<file path="src/rtl/iob_fp_add_align.sv">
// Floating-point add/subtract front end: unpack and swap, align with sticky, add/sub.
// Produces sign, biased exponent and an unnormalized {mantissa, G, R, S} for the round/normalize stage.
module iob_fp_add_align #(
    parameter int DATA_W = 24,
    parameter int EXP_W  = 8
) (
    input  logic                      clk_i,
    input  logic                      rst_i,
    input  logic [EXP_W+DATA_W-1:0]   op_a_i,
    input  logic [EXP_W+DATA_W-1:0]   op_b_i,
    input  logic                      sub_i,
    input  logic                      in_valid_i,
    output logic                      in_ready_o,
    output logic                      out_valid_o,
    input  logic                      out_ready_i,
    output logic                      sign_o,
    output logic [EXP_W-1:0]          exponent_o,
    output logic [DATA_W+2:0]         mantissa_o,
    output logic                      special_o
);
    localparam int OP_W = EXP_W + DATA_W;
    localparam int MW   = DATA_W + 3;

    // Right shift that folds every discarded bit into bit 0.
    function automatic logic [MW-1:0] align_sticky(input logic [MW-1:0] m, input logic [EXP_W-1:0] sh);
        logic [MW-1:0] lost;
        logic [MW-1:0] res;
        if (32'(sh) >= MW) begin
            res    = '0;
            res[0] = |m;
        end else begin
            lost   = m & ~({MW{1'b1}} << sh);
            res    = m >> sh;
            res[0] = res[0] | (|lost) | m[0];
        end
        return res;
    endfunction

    logic              advance;
    logic              sign_a, sign_b, spec_a, spec_b, a_is_l;
    logic [EXP_W-1:0]  exp_a, exp_b;
    logic [DATA_W-1:0] mant_a, mant_b;

    logic              vld_p1_d, vld_p1_q, sign_l_p1_d, sign_l_p1_q, sign_s_p1_d, sign_s_p1_q;
    logic              spec_p1_d, spec_p1_q, spec_sign_p1_d, spec_sign_p1_q;
    logic [EXP_W-1:0]  exp_l_p1_d, exp_l_p1_q, diff_p1_d, diff_p1_q;
    logic [DATA_W-1:0] mant_l_p1_d, mant_l_p1_q, mant_s_p1_d, mant_s_p1_q;

    logic              vld_p2_d, vld_p2_q, sign_l_p2_d, sign_l_p2_q, sign_s_p2_d, sign_s_p2_q;
    logic              spec_p2_d, spec_p2_q, spec_sign_p2_d, spec_sign_p2_q;
    logic [EXP_W-1:0]  exp_l_p2_d, exp_l_p2_q;
    logic [MW-1:0]     ml_p2_d, ml_p2_q, ms_p2_d, ms_p2_q;

    logic              eff_sub;
    logic [MW:0]       sum;
    logic              out_valid_d, out_valid_q, sign_d, sign_q, special_d, special_q;
    logic [EXP_W-1:0]  exponent_d, exponent_q;
    logic [MW-1:0]     mantissa_d, mantissa_q;

    // S1: unpack, effective sign of B, swap so L holds the larger magnitude
    always_comb begin
        advance = ~out_valid_q | out_ready_i;
        sign_a  = op_a_i[OP_W-1];
        sign_b  = op_b_i[OP_W-1] ^ sub_i;
        exp_a   = op_a_i[OP_W-2 -: EXP_W];
        exp_b   = op_b_i[OP_W-2 -: EXP_W];
        mant_a  = {|exp_a, op_a_i[DATA_W-2:0] & {(DATA_W-1){|exp_a}}};
        mant_b  = {|exp_b, op_b_i[DATA_W-2:0] & {(DATA_W-1){|exp_b}}};
        spec_a  = &exp_a;
        spec_b  = &exp_b;
        a_is_l  = {exp_a, mant_a} >= {exp_b, mant_b};

        vld_p1_d       = vld_p1_q;
        sign_l_p1_d    = sign_l_p1_q;
        sign_s_p1_d    = sign_s_p1_q;
        spec_p1_d      = spec_p1_q;
        spec_sign_p1_d = spec_sign_p1_q;
        exp_l_p1_d     = exp_l_p1_q;
        diff_p1_d      = diff_p1_q;
        mant_l_p1_d    = mant_l_p1_q;
        mant_s_p1_d    = mant_s_p1_q;
        if (advance) begin
            vld_p1_d = in_valid_i;
            if (in_valid_i) begin
                sign_l_p1_d    = a_is_l ? sign_a : sign_b;
                sign_s_p1_d    = a_is_l ? sign_b : sign_a;
                exp_l_p1_d     = a_is_l ? exp_a : exp_b;
                diff_p1_d      = a_is_l ? exp_a - exp_b : exp_b - exp_a;
                mant_l_p1_d    = a_is_l ? mant_a : mant_b;
                mant_s_p1_d    = a_is_l ? mant_b : mant_a;
                spec_p1_d      = spec_a | spec_b;
                spec_sign_p1_d = spec_a ? sign_a : sign_b;
            end
        end
    end

    // S2: align the smaller mantissa with sticky collection
    always_comb begin
        vld_p2_d       = vld_p2_q;
        sign_l_p2_d    = sign_l_p2_q;
        sign_s_p2_d    = sign_s_p2_q;
        spec_p2_d      = spec_p2_q;
        spec_sign_p2_d = spec_sign_p2_q;
        exp_l_p2_d     = exp_l_p2_q;
        ml_p2_d        = ml_p2_q;
        ms_p2_d        = ms_p2_q;
        if (advance) begin
            vld_p2_d = vld_p1_q;
            if (vld_p1_q) begin
                sign_l_p2_d    = sign_l_p1_q;
                sign_s_p2_d    = sign_s_p1_q;
                spec_p2_d      = spec_p1_q;
                spec_sign_p2_d = spec_sign_p1_q;
                exp_l_p2_d     = exp_l_p1_q;
                ml_p2_d        = {mant_l_p1_q, 3'b000};
                ms_p2_d        = align_sticky({mant_s_p1_q, 3'b000}, diff_p1_q);
            end
        end
    end

    // S3: add/subtract; a carry shifts right once, keeping the dropped bit as sticky
    always_comb begin
        eff_sub     = sign_l_p2_q ^ sign_s_p2_q;
        sum         = eff_sub ? {1'b0, ml_p2_q} - {1'b0, ms_p2_q} : {1'b0, ml_p2_q} + {1'b0, ms_p2_q};
        out_valid_d = out_valid_q;
        sign_d      = sign_q;
        exponent_d  = exponent_q;
        mantissa_d  = mantissa_q;
        special_d   = special_q;
        if (advance) begin
            out_valid_d = vld_p2_q;
            if (vld_p2_q) begin
                special_d  = spec_p2_q;
                sign_d     = sign_l_p2_q;
                exponent_d = exp_l_p2_q;
                mantissa_d = sum[MW-1:0];
                if (spec_p2_q) begin
                    sign_d     = spec_sign_p2_q;
                    exponent_d = '1;
                    mantissa_d = '0;
                end else if (sum == '0) begin
                    sign_d     = sign_l_p2_q & sign_s_p2_q;
                    exponent_d = '0;
                    mantissa_d = '0;
                end else if (sum[MW]) begin
                    exponent_d = exp_l_p2_q + EXP_W'(1);
                    mantissa_d = {sum[MW:2], sum[1] | sum[0]};
                end
            end
        end
    end

    always_ff @(posedge clk_i) begin
        if (rst_i) begin
            vld_p1_q    <= 1'b0;
            vld_p2_q    <= 1'b0;
            out_valid_q <= 1'b0;
            sign_q      <= 1'b0;
            exponent_q  <= '0;
            mantissa_q  <= '0;
            special_q   <= 1'b0;
        end else begin
            vld_p1_q    <= vld_p1_d;
            vld_p2_q    <= vld_p2_d;
            out_valid_q <= out_valid_d;
            sign_q      <= sign_d;
            exponent_q  <= exponent_d;
            mantissa_q  <= mantissa_d;
            special_q   <= special_d;
        end
    end

    always_ff @(posedge clk_i) begin
        sign_l_p1_q    <= sign_l_p1_d;
        sign_s_p1_q    <= sign_s_p1_d;
        spec_p1_q      <= spec_p1_d;
        spec_sign_p1_q <= spec_sign_p1_d;
        exp_l_p1_q     <= exp_l_p1_d;
        diff_p1_q      <= diff_p1_d;
        mant_l_p1_q    <= mant_l_p1_d;
        mant_s_p1_q    <= mant_s_p1_d;
        sign_l_p2_q    <= sign_l_p2_d;
        sign_s_p2_q    <= sign_s_p2_d;
        spec_p2_q      <= spec_p2_d;
        spec_sign_p2_q <= spec_sign_p2_d;
        exp_l_p2_q     <= exp_l_p2_d;
        ml_p2_q        <= ml_p2_d;
        ms_p2_q        <= ms_p2_d;
    end

    assign in_ready_o  = advance;
    assign out_valid_o = out_valid_q;
    assign sign_o      = sign_q;
    assign exponent_o  = exponent_q;
    assign mantissa_o  = mantissa_q;
    assign special_o   = special_q;

endmodule

</file>
<file path="config.mk">
export PLATFORM = sky130hd
export DESIGN_NAME = iob_fp_add_align
export DESIGN_NICKNAME = d
export VERILOG_FILES = /design/src/rtl/iob_fp_add_align.sv
export SDC_FILE = /design/constraint.sdc
export NUM_CORES = 1
export LEC_CHECK = 0
export ABC_AREA = 1
export BUFFER_PORTS_ARGS = -buffer_cell sky130_fd_sc_hd__buf_2
export CORE_MARGIN = 2
export CORE_UTILIZATION = 40
export DETAILED_ROUTE_END_ITERATION = 8
export PLACE_DENSITY = 0.7
export RECOVER_POWER = 50
export SLEW_MARGIN = 0
export SYNTH_ARGS = -nofsm -noshare
export SYNTH_HDL_FRONTEND = slang
export SYNTH_SLANG_ARGS = --single-unit
</file>
<file path="constraint.sdc">
create_clock -name clk_i -period 2.9 [get_ports clk_i]
set_input_delay 0.145 -clock clk_i [delete_from_list [all_inputs] [get_ports clk_i]]
set_output_delay 0.145 -clock clk_i [all_outputs]
set_load 0.02 [all_outputs]
</file>
==> results.sh <==
export IMPL_h_tree_depth=4
export IMPL_max_cap_violations=0
export IMPL_peakVddDrop_mv=0.398
export IMPL_ys_ff_latch=171
export IMPL_wl_met3_um=2470
export IMPL_gp_congestion=0.990
export IMPL_layoutNonFillerInstCount=2661
export IMPL_synth_distinct_cells=50
export IMPL_finalSetupViolations=0
export IMPL_die_width_um=187
export IMPL_rsz0062_at_grt="true"
export IMPL_finalMaxSlewViolations=0
export IMPL_fin_setup_tns_ns=0
export IMPL_yosysSeqAreaShare=0.352
export IMPL_final_common_cell="nand2_1"
export IMPL_grt_max_degree=61
export IMPL_drt_total_wl_um=43300
export IMPL_met2WireLength_um=20200
export IMPL_worst_path_largest_cell_delay_ns=0.47
export IMPL_synth_edf_count=131
export IMPL_drive_gt1_frac=0.213
export IMPL_fin_worst_skew_ns=0.0151
export IMPL_p_leak_nw=7.85
export IMPL_antenna_left=0
export IMPL_clock_latency_ns=0.44
export IMPL_grt_ovfl_total=0
export IMPL_initial_utilization=0.404
export IMPL_port_buffers=107
export IMPL_antenna_cells=0
export IMPL_area_growth_pct=26.9
export IMPL_fp_row_count=67
export IMPL_placed_cells=2598
export IMPL_syn_inst=1946
export IMPL_crit_buf_inv=3
export IMPL_status="finished, final reports clean"
export IMPL_nNetsFinal=2362
export IMPL_cp_end_kind="flip-flop"
export IMPL_avgRoutedWirePerCell_um=16.3
export IMPL_slew_headroom=0.0466
export IMPL_power_density_mw_per_mm2=475
export IMPL_drt_iter0_markers=1259
export IMPL_cts_made_buffers=17
export IMPL_critical_path_class="flip-flop to flip-flop"
export IMPL_cp_arrival_ns=3.17
export IMPL_cts_tree="built"
export IMPL_io_pins=108
export IMPL_cp_top_family="simple AND/OR/NAND/NOR gates"
export IMPL_num_vias=13765
export IMPL_cp_slowest_cell="edfxtp_1"
export IMPL_min_path_type="input pin to flip-flop"
export IMPL_yosysWarnings=0
export IMPL_mostFrequentLayoutCells="556 x nand2_1, 254 x inv_1, 186 x buf_4"
export IMPL_cts_root_buf="clkbuf_16"
export IMPL_hold_viol_final=0
export IMPL_start_kind="flip-flop"
export IMPL_grt_pass1_vias=12894
export IMPL_postSynth_asyncResetShare=0
export IMPL_clock_path_buffers=2
export IMPL_crit_chain="ha_4 > nand2_1 > nand2_1 > inv_1 > nand2_1 > nand2_1 > nand3_2 > nand2_2 > nand2_1 > nand2_1 > nand2_1 > nand2_2 > nand2_8 > buf_6 > nor3_4 > nand2_1 > buf_4 > o21bai_1 > nand3b_1 > a21oi_1"
export IMPL_worst_pin_slew_ns=1.43
export IMPL_path_clk_slew_ns=0.07
export IMPL_antenna_found_initial=0
export IMPL_syn_num_nets=2108
export IMPL_whs_ns=0.0897
export IMPL_dp_hpwl_um=34800
export IMPL_path_max_fanout=8
export IMPL_cts_num_sinks=171
export IMPL_clock_fmax_mhz=355
export IMPL_synth_main_ff_cell="edfxtp_1"
export IMPL_netlist_area_mm2=0.0134
export IMPL_critPathRequiredTime_ns=3.26
export IMPL_timing_final_crit_share=0.970
export IMPL_track_usage=0.242
export IMPL_drcViolationCount=0
export IMPL_top_layer="met4"
export IMPL_reg2reg_slack_ns=0.09
export IMPL_fin_crit_ns=2.81
export IMPL_grt_pass1_wl_um=67300
export IMPL_avgSynthCellArea_um2=6.90
export IMPL_die_h_um=187
export IMPL_fp_coreArea_mm2=0.0333
export IMPL_wl_met1_um=19400
export IMPL_crit_path_frequent_cell="nand2_1"
export IMPL_dr_pass1_iters=6
export IMPL_dieArea_mm2=0.0351
export IMPL_via_per_inst=5.17
worst register-to-register path: cells and delay by family, from the launching register on:
kind / cells / cell delay [ns]
flip-flops: 1 / 0.47
AND/OR/NAND/NOR: 14 / 1.31
buffers and inverters: 3 / 0.38
AO/OA/AOI/OAI: 2 / 0.29
adder cells (fa/ha/maj): 1 / 0.30
where the power goes:
part / switching (mW) / leakage [nW] / internal (mW)
Clock: 1.04 / 0.263 / 1.13
Sequential: 0.142 / 1.57 / 2.88
Combinational: 1.83 / 6.02 / 1.08
state kept, by name, summed over array words and instances (netlist names), 8 cells and up:
register     cells
diff_p1_q        8
exp_l_p1_q       8
exp_l_p2_q       8
exponent_o       8
mant_l_p1_q     24
mant_s_p1_q     24
mantissa_o      27
ml_p2_q         24
ms_p2_q         27
synthesized netlist by cell type (5+ instances only):
| cell | count | area [um^2] |
|---|---|---|
| a31oi_1 | 9 | 56.3 |
| o22ai_1 | 23 | 144 |
| buf_2 | 22 | 110 |
| nand2_2 | 6 | 37.5 |
| o2111ai_1 | 12 | 105 |
| or2_2 | 5 | 31.3 |
| nand3b_1 | 8 | 60.1 |
| inv_2 | 6 | 22.5 |
| a211oi_1 | 10 | 75.1 |
| nor2_1 | 158 | 593 |
| o211ai_1 | 14 | 105 |
| mux2i_1 | 5 | 50.1 |
| nand4_1 | 28 | 175 |
| xor2_1 | 8 | 70.1 |
| edfxtp_1 | 131 | 3930 |
| nor2_2 | 6 | 37.5 |
| nor4_1 | 5 | 31.3 |
| o21bai_1 | 11 | 82.6 |
| nand3_1 | 114 | 571 |
| nor3_1 | 16 | 80.1 |
| dfxtp_1 | 40 | 801 |
| buf_1 | 5 | 18.8 |
| o21ai_1 | 5 | 25.0 |
| ha_1 | 90 | 1130 |
| o21ai_0 | 135 | 676 |
| nor3_2 | 5 | 50.1 |
| a21oi_1 | 124 | 621 |
| inv_1 | 264 | 991 |
| clkbuf_1 | 43 | 161 |
| nand2_1 | 598 | 2240 |
worst paths after layout:
kind          startpoint               to  cells after the start
max           ml_p2_q[6]    exponent_o[6]                     20
min           op_a_i[14]  mant_l_p1_q[14]                      3
max reg2reg   ml_p2_q[6]    exponent_o[6]                     20
min reg2reg  sign_s_p1_q      sign_s_p2_q                      0
cell families after synthesis:
family,after synthesis,synth area share
buffers and inverters,350,0.102
muxes,5,0.00372
and+or+nand+nor,960,0.298
xor gates and xnor gates,9,0.00587
AOI/OAI and AO/OA,358,0.150
adders and majority gates,93,0.0883
DFF,171,0.352
area by class of cell:
class | instances | area [um^2]
sequential | 171 | 4730
multi-input combinational | 1426 | 8060
inverter | 275 | 1040
tap | 448 | 561
clock inverter | 14 | 129
clock buffer | 18 | 429
timing repair buffer | 309 | 2100
fill | 3334 | 16200
repair_timing:
item | CTS | global route
pin swaps | 0 | 53
hold buffers | 3 | 0
gates resized for setup | 8 | 174
endpoints found under the hold margin | 2 | 0
setup endpoints to repair | 11 | 18
buffers inserted | 0 | 27
gates cloned | 0 | 1
stage by stage:
step | setup WS [ns] | total power, mW | cell area, um^2 | utilization
finish | 0.0859 | 8.09 | 17100 | 0.512
global route | -0.0834 | 8.56 | 17100 | 0.512
CTS | 0.00459 | 7.85 | 16200 | 0.486
detailed placement | -0.211 | 5.67 | 15600 | 0.468
global placement | -0.205 | 5.64 | 15600 | 0.468
floorplan | 0.0298 | 4.66 | 13400 | -
routing by layer:
| metal | track usage | vias to the layer above |
|---|---|---|
| met3 | 0.0418 | 64 |
| li1 | - | 6936 |
| met1 | 0.317 | 6306 |
| met5 | 0 | - |
| met2 | 0.402 | 459 |
| met4 | 0.0827 | 0 |
Power figures use the tool's default switching activity.
